[src/rtl/fetch_prefetch.sv]
// Purpose: instruction fetch front-end; one outstanding req/ack fetch feeding a DEPTH-entry {pc, instr} prefetch FIFO.
// Latency: ack-to-instr_valid 1 cycle (0 cycles from an empty FIFO when FETCH_BYPASS_EN is defined).
// Backpressure: a request is issued only if its response is guaranteed a FIFO slot; instr_ready gates pops.
//
// Ports:
//   i_clk, i_reset          - clock, synchronous active-high reset
//   o_imem_req/o_imem_addr  - registered fetch request, held until i_imem_ack
//   i_imem_ack/i_imem_rdata - memory completion and data (same cycle)
//   i_redirect/i_redirect_pc- flush queue and restart fetch (bit 0 of the pc ignored)
//   o_instr_valid/i_instr_ready/o_instr_out/o_instr_pc - head of queue, valid/ready
//   o_fifo_count            - occupied FIFO entries
// Optional feature macro: FETCH_BYPASS_EN (empty-FIFO ack is presented in the same cycle).
module fetch_prefetch #(
  parameter int          DEPTH    = 4,
  parameter logic [15:0] RESET_PC = 16'h0000
) (
  input  logic                     i_clk,
  input  logic                     i_reset,
  output logic                     o_imem_req,
  output logic [15:0]              o_imem_addr,
  input  logic                     i_imem_ack,
  input  logic [15:0]              i_imem_rdata,
  input  logic                     i_redirect,
  input  logic [15:0]              i_redirect_pc,
  output logic                     o_instr_valid,
  input  logic                     i_instr_ready,
  output logic [15:0]              o_instr_out,
  output logic [15:0]              o_instr_pc,
  output logic [$clog2(DEPTH):0]   o_fifo_count
);

  localparam int AW = $clog2(DEPTH);
  localparam int CW = AW + 1;
  localparam logic [CW-1:0] LP_DEPTH = CW'(DEPTH);

  // S_REQ: request outstanding, response kept. S_DROP: request outstanding,
  // response will be discarded because a redirect arrived while it was in flight.
  typedef enum logic [1:0] {
    S_IDLE = 2'd0,
    S_REQ  = 2'd1,
    S_DROP = 2'd2
  } state_t;

  state_t         r_state;
  state_t         w_state_nxt;
  logic [15:0]    r_fetch_pc;
  logic [15:0]    r_req_addr;
  logic [AW-1:0]  r_wr_ptr;
  logic [AW-1:0]  r_rd_ptr;
  logic [CW-1:0]  r_count;
  logic [15:0]    r_mem_pc    [DEPTH];
  logic [15:0]    r_mem_instr [DEPTH];

  logic           w_ack;
  logic           w_empty;
  logic           w_push_raw;
  logic           w_push;
  logic           w_pop;
  logic           w_take;
  logic           w_issue;
  logic [15:0]    w_issue_addr;
  logic [15:0]    w_redir_pc;
  logic [CW-1:0]  w_count_nxt;

  assign o_imem_req   = (r_state != S_IDLE);
  assign o_imem_addr  = r_req_addr;
  assign o_fifo_count = r_count;

  always_comb begin
    w_state_nxt   = r_state;
    w_redir_pc    = i_redirect_pc & 16'hFFFE;
    // An ack with no request outstanding (e.g. a straggler after reset) is ignored.
    w_ack         = i_imem_ack && (r_state != S_IDLE);
    w_empty       = (r_count == '0);
    w_push_raw    = w_ack && (r_state == S_REQ) && !i_redirect;
    o_instr_valid = 1'b0;
    o_instr_out   = 16'h0000;
    o_instr_pc    = 16'h0000;
    w_push        = 1'b0;
    w_pop         = 1'b0;
    w_take        = 1'b0;
    w_issue       = 1'b0;
    w_issue_addr  = r_fetch_pc;
    w_count_nxt   = r_count;

`ifdef FETCH_BYPASS_EN
    // Empty FIFO: present the acked data directly; only store it if not consumed now.
    if (!w_empty) begin
      o_instr_valid = 1'b1;
      o_instr_out   = r_mem_instr[r_rd_ptr];
      o_instr_pc    = r_mem_pc[r_rd_ptr];
    end else if (w_push_raw) begin
      o_instr_valid = 1'b1;
      o_instr_out   = i_imem_rdata;
      o_instr_pc    = r_req_addr;
    end
    w_take = o_instr_valid && i_instr_ready;
    w_pop  = w_take && !w_empty;
    w_push = w_push_raw && !(w_empty && i_instr_ready);
`else
    if (!w_empty) begin
      o_instr_valid = 1'b1;
      o_instr_out   = r_mem_instr[r_rd_ptr];
      o_instr_pc    = r_mem_pc[r_rd_ptr];
    end
    w_take = o_instr_valid && i_instr_ready;
    w_pop  = w_take;
    w_push = w_push_raw;
`endif

    // Occupancy after this edge; a same-cycle pop frees a slot for the credit check.
    if (i_redirect) begin
      w_count_nxt = '0;
    end else begin
      case ({w_push, w_pop})
        2'b10:   w_count_nxt = r_count + CW'(1);
        2'b01:   w_count_nxt = r_count - CW'(1);
        default: w_count_nxt = r_count;
      endcase
    end

    // The port is free if idle or the outstanding request completes this cycle.
    // Issuing only when a slot remains after this edge guarantees the response
    // can always be pushed, since only pops can happen before it returns.
    w_issue      = ((r_state == S_IDLE) || w_ack) && (w_count_nxt < LP_DEPTH);
    w_issue_addr = i_redirect ? w_redir_pc : r_fetch_pc;

    case (r_state)
      S_IDLE: begin
        if (w_issue) w_state_nxt = S_REQ;
      end
      S_REQ: begin
        if (w_ack)           w_state_nxt = w_issue ? S_REQ : S_IDLE;
        else if (i_redirect) w_state_nxt = S_DROP;
      end
      S_DROP: begin
        if (w_ack) w_state_nxt = w_issue ? S_REQ : S_IDLE;
      end
      default: w_state_nxt = S_IDLE;
    endcase
  end

  always_ff @(posedge i_clk) begin
    if (i_reset) begin
      r_state    <= S_IDLE;
      r_fetch_pc <= RESET_PC;
      r_req_addr <= RESET_PC;
      r_wr_ptr   <= '0;
      r_rd_ptr   <= '0;
      r_count    <= '0;
    end else begin
      r_state <= w_state_nxt;
      r_count <= w_count_nxt;
      if (w_issue) begin
        r_req_addr <= w_issue_addr;
        r_fetch_pc <= w_issue_addr + 16'd2;
      end else if (i_redirect) begin
        r_fetch_pc <= w_redir_pc;
      end
      if (i_redirect) begin
        r_wr_ptr <= '0;
        r_rd_ptr <= '0;
      end else begin
        if (w_push) r_wr_ptr <= r_wr_ptr + AW'(1);
        if (w_pop)  r_rd_ptr <= r_rd_ptr + AW'(1);
      end
    end
  end

  // Storage needs no reset: entries are only read when counted as occupied.
  always_ff @(posedge i_clk) begin
    if (!i_reset && w_push) begin
      r_mem_pc[r_wr_ptr]    <= r_req_addr;
      r_mem_instr[r_wr_ptr] <= i_imem_rdata;
    end
  end

endmodule

[config.mk]
export PLATFORM = sky130hd
export DESIGN_NAME = fetch_prefetch
export DESIGN_NICKNAME = d
export VERILOG_FILES = /design/src/rtl/fetch_prefetch.sv
export SDC_FILE = /design/constraint.sdc
export NUM_CORES = 1
export LEC_CHECK = 0
export CORE_MARGIN = 1.5
export CORE_UTILIZATION = 59
export CTS_CLUSTER_SIZE = 8
export DETAILED_ROUTE_END_ITERATION = 7
export GPL_TIMING_DRIVEN = 0
export PLACE_DENSITY = 0.95
export SETUP_SLACK_MARGIN = 0.2
export SYNTH_ARGS = -nofsm -noshare
export SYNTH_HDL_FRONTEND = slang
export SYNTH_SLANG_ARGS = --single-unit
[constraint.sdc]
create_clock -name i_clk -period 6.5 [get_ports i_clk]
set_input_delay 1.3 -clock i_clk [delete_from_list [all_inputs] [get_ports i_clk]]
set_output_delay 1.3 -clock i_clk [all_outputs]
set_load 0.01 [all_outputs]
# Word-level counts from Yosys, hierarchy flattened
# Memories as Yosys holds them, arrays and structs flattened. A register that Yosys moved wholly into a read port is not among the register bits.
# Index checks and enable logic that the tools add are counted.
# op_classes
addsub	5
n_lt_le_gt_ge	1
n_eq_ne	7
mux	19
n_reduce_logical	14
# ops
op	count
16-bit 2-to-1 mux	4
16-bit by 2-bit adder with 16-bit output, second input constant	1
2-bit 2-to-1 mux	8
1-bit logical AND	6
2-bit case mux with 3 select lines	1
3-bit case mux with 2 select lines	1
2-bit by 1-bit adder with 2-bit output, second input constant	2
2-bit by 1-bit equality test with 1-bit output, second input constant	2
2-bit equality test, second input constant	2
1-bit 2-to-1 mux	4
2-bit inequality test, second input constant	2
3-bit by 1-bit adder with 3-bit output, second input constant	1
3-bit logical NOT	1
3-bit less-than comparator, second input constant	1
3-bit 2-to-1 mux	1
3-bit inequality test, second input constant	1
3-bit AND reduction	1
3-bit by 1-bit subtractor with 3-bit output, second input constant	1
1-bit logical NOT	2
2-bit logical NOT	1
2-bit nonzero test	1
2-bit OR reduction	1
1-bit logical OR	1
# totals
reg_bits	41
ram_bits	128
in_bits	37
output_inout_bits	53
n_memories	2
# memory_table
name	words	width	read_ports	rd_ports_with_merged_regs	wr	line_no	rtl
r_mem_instr	4	16	1	1	1	52	logic [15:0] r_mem_instr [DEPTH];
r_mem_pc	4	16	1	1	1	51	logic [15:0] r_mem_pc [DEPTH];

# Logic depth before layout (Yosys ltp)
# depth
ltp_word	12
mapped_depth	14

# Worst setup path before layout
# Ideal clock, no wire load.
# synth_path
kind	input port to flip-flop
start	input i_redirect
end	register r_fetch_pc[11]
setup_ns	0.070
arrival_time_ns	3.946
required_ns	6.430
path_slack_ns	2.483
stages	14
path_buffers	6
path_cell_list	buf_6 buf_4 buf_6 buf_2 nand3b_1 ha_1 fa_1 xnor2_1 or4_4 and3_1 buf_2 buf_6 a31o_1 a21oi_1
# synth_via
elab_chain_len	8
elab_cells_between_ends	11
cone_classes	add/sub: 1; order compare: 1; eq/ne: 2; mux: 4; reduce/logical: 3
# synth_rtl
item	line_no	rtl
start: declaration	23	input logic i_redirect,
1-bit logical NOT	75	w_push_raw = w_ack && (r_state == S_REQ) && !i_redirect;
1-bit logical AND	75	
2-bit by 1-bit equality test with 1-bit output or 2-bit equality test (tied branches)	115	case ({w_push, w_pop})
3-bit case mux with 2 select lines	115	
3-bit 2-to-1 mux	112	if (i_redirect) begin
3-bit less-than comparator	125	w_issue = ((r_state == S_IDLE) || w_ack) && (w_count_nxt < LP_DEPTH);
1-bit logical AND	125	
16-bit 2-to-1 mux (*)	154	if (w_issue) begin
end signal: assignment	156	r_fetch_pc <= w_issue_addr + 16'd2;
end signal: assignment	158	r_fetch_pc <= w_redir_pc;
end: declaration	46	logic [15:0] r_fetch_pc;
# Every way passes the cells marked *; elsewhere a longest branch is shown, timed or not.
# A chain may end at the register's enable or synchronous reset.

# Worst setup path after layout
# layout_path
start	input i_redirect
end	register r_req_addr[11] (netlist: o_imem_addr[11])
# layout_via
elab_chain_len	7
elab_cells_between_ends	9
cone_classes	order compare: 1; eq/ne: 2; mux: 3; reduce/logical: 3
# layout_rtl
item	line_no	rtl
1-bit logical NOT	75	
1-bit logical AND	75	
2-bit by 1-bit equality test with 1-bit output or 2-bit equality test (tied branches)	115	
3-bit case mux with 2 select lines	115	
3-bit 2-to-1 mux	112	
3-bit less-than comparator	125	
1-bit logical AND	125	
end signal: assignment	155	r_req_addr <= w_issue_addr;
end: declaration	47	logic [15:0] r_req_addr;
# Several ways; a longest one is shown, not always the timed one.

==> results.toml <==
[clock_network]
clockBufferDepth = 2
cts_buffers = 17
ctsHtreeMaxLevel = 4
clk_latency_ps = 430
cts_hold_buf = 0
cts_resized = 0
clock_sinks = 171
clk_root_buffer_cell = "clkbuf_16"
post-cts-setup-buffers = 0
clk_pin_slew_worst_paths_ps = 60
tritoncts = "built"

[yosys]
yosys-top-cells-area = "edfxtp_1 55%, dfxtp_1 12%, mux4_2 10%"
ys.flop_type = "edfxtp_1"
synthSimpleGateAreaFrac = 0.0991
ys_seq_area_frac = 0.677
synth_edf_count = 128
synth_top_area_share = 0.554
synth_xor_area_frac = 0.00757
synth.avg_cell_area_um2 = 15.8
yosys_warnings = 0
synth.distinct_cells = 48
synthMuxAreaShare = 0.126
synth_top_area_cell = "edfxtp_1"
synth.cell_area_um2 = 6940
synth_top_family_by_area = "multiplexers"
synth_seq_cells = 171
synthArstFlopShare = 0
synth_adder_area_share = 0.0151
syn-num-nets = 484
syn_inst = 440
synth_compound_area_frac = 0.0523

[sta]
setup_tns_ps = 0
hold_viol = 0
rsz0062_at_grt = "no"
max_slew_margin = 0.399
layout_min_cycle_time_ps = 4050
fin_hold_ws_ps = 452
max_freq_mhz = 247
worstMarginPinSlew_ps = 902
fin_skew_ps = 7.39
setup_viol = 0
fin_crit_sh = 0.624
drv_slew = 0

[detailed_routing]
routed_wl_mm = 15.6
wl_per_cell_um = 22.2
via_per_inst = 6.15
drc_errors = 0
drtAntennaViolNets = 0
drt_first_iter_violations = 339
via_count = 4310
drt_pass1_iterations = 4

[power]
ir_drop_mv = 0.193
p_per_area_nw_per_um2 = 276
p_leak_nw = 2.90

[min_path]
hold_class = "flop to flop"
holdPathStages = 2
whs_endpoint = "r_fetch_pc[0]"
hp-start = "r_fetch_pc[0]"

[global_routing]
gr-usage-all-layers = 0.259
grt_pass1_wl_mm = 24.2
grt_overflow = 0
grt_start_max_net_pins = 33
grt_pass1_vias = 4410
antenna_found_initial = 0

[worst_setup_path]
ff2ff_path_depth = 11
r2r_start = "o_fifo_count[0]"
crit_fanout = 10
critPathLaunchType = "input pin"
endpoint_kind = "flop"
critPathRequiredTime_ps = 6830
criticalPathCategory = "input pin to flop"
rr_endpoint = "o_imem_addr[11]"
r2r_slack_ps = 3040
arrival_ps = 4390

[status]
status = "complete, no violations"

[finish]
final_core_util = 0.747
fin_cells = 701
drive_above_1_share = 0.145
design_area_um2 = 8560
seqCellArea_um2 = 4700
n_antenna_cell = 0
multi_input_area_um2 = 2090
fin_nets = 589
fill_cells = 687
area_growth_pct = 23.3

[floorplanning]
initial_utilization = 0.606
io_pins = 90
fp.dieH_um = 111
core_area_um2 = 11500
placementRows = 39
die_x_um = 111
die_area_um2 = 12400

[run]
maxCapViolCount = 0

[placement]
place_inst = 669
portBuffers = 86
place_area_um2 = 7990
hpwl_mm = 9.56
place_congestion = 0.914
## cell type report
cell class	count	share of cell area
multi-input combinational	237	0.244
clock buffer	25	0.0568
clock inverter	7	0.0104
timing repair buffer	86	0.101
tap	143	0.0209
sequential	171	0.549
inverter	6	0.00263
buffer	26	0.0156
## how the worst max path moves through the flow
stage	startpoint	endpoint	slack [ps]
floorplan	i_redirect	r_fetch_pc[11]	2480
global placement	i_redirect	o_imem_addr[9]	2230
detailed placement	i_redirect	o_imem_addr[10]	2100
CTS	i_redirect	o_imem_addr[11]	2450
global route	i_redirect	o_imem_addr[11]	2180
finish	i_redirect	o_imem_addr[11]	2450
## registers in the layout (all words and copies together), names as in the netlist, named ones only
name / cells
r_rd_ptr: 2
r_wr_ptr: 2
r_mem_instr: 64
r_fetch_pc: 16
o_fifo_count: 3
o_imem_addr: 16
r_mem_pc: 64
r_state: 2
## worst max-delay path, cell delays in order
cell and delay [ps]:
buf_6 110, buf_4 180, buf_6 160, buf_2 210, nand3b_1 190, ha_1 260
fa_1 400, xnor2_1 180, o21ai_0 290, and3_1 200, buf_2 180, clkbuf_1 370
nor2_1 110, a211oi_1 250
## routing by layer
layer | track usage | vias up | routed length, µm
met2 | 0.442 | 218 | 8100
li1 | - | 1906 | -
met5 | 0 | - | 0
met1 | 0.330 | 2147 | 6190
met4 | 0.104 | 0 | 421
met3 | 0.0506 | 39 | 871
## Yosys cell counts (all sizes together) (2+ instances only)
master and n:
a211oi 15, a21o 3, a21oi 15, a31o 4, a31oi 3, and2 38
and4 2, buf 14, clkbuf 12, dfxtp 43, edfxtp 128, ha 6
inv 6, mux2 3, mux2i 12, mux4 32, nand2 10, nand2b 4
nand3 7, nand3b 2, nand4 7, nand4b 2, nor2 30, nor2b 4
nor3 6, nor3b 2, nor4 3, o21ai 5, or2 2, or3 2
xnor2 4, xor2 2
## cells in the final DEF, fill, tap and decap left out, types with 3 or more instances in the layout
cell type | netlist | routed
a211oi_1 | 15 | 15
a21o_1 | 3 | 3
a21oi_1 | 15 | 15
a31o_1 | 4 | 4
a31oi_1 | 3 | 3
and2_1 | 38 | 34
and2_2 | 0 | 4
buf_2 | 8 | 8
buf_6 | 3 | 3
clkbuf_1 | 12 | 18
clkbuf_16 | 0 | 18
clkdlybuf4s50_1 | 0 | 86
dfxtp_1 | 43 | 43
edfxtp_1 | 128 | 128
ha_1 | 6 | 6
inv_1 | 6 | 6
mux2_2 | 3 | 3
mux2i_1 | 12 | 12
mux4_2 | 32 | 32
nand2_1 | 10 | 10
nand2b_1 | 4 | 4
nand3_1 | 7 | 7
nand4_1 | 7 | 7
nor2_1 | 30 | 30
nor2b_1 | 4 | 4
nor3_1 | 6 | 6
nor4_1 | 3 | 3
o21ai_0 | 5 | 5
xnor2_1 | 4 | 4
## power by group
group	internal [mW]	leakage, nW	switching, mW	total (mW)
Sequential	1.20	1.52	0.0221	1.22
Combinational	0.0741	1.11	0.0757	0.150
Clock	0.597	0.274	0.394	0.991
Total	1.87	2.90	0.492	2.36
## cells by family (layout without fill, tap and decap cells)
logic type / count (synthesis) / count (layout)
AO/OA/AOI/OAI: 53 / 53
XOR/XNOR: 6 / 6
adder cells (fa/ha/maj): 8 / 8
buffers and inverters: 32 / 150
flip-flops: 171 / 171
multiplexers: 47 / 47
AND/OR/NAND/NOR: 123 / 123
## through the flow
stage / setup WS [ps] / total power [mW]
after floorplan: 2480 / 1.31
after global placement: 2230 / 1.38
after detailed placement: 2100 / 1.39
after CTS: 2450 / 2.36
after global routing: 2180 / 2.42
final: 2450 / 2.36
No activity file was read; power rests on OpenSTA's default activity.
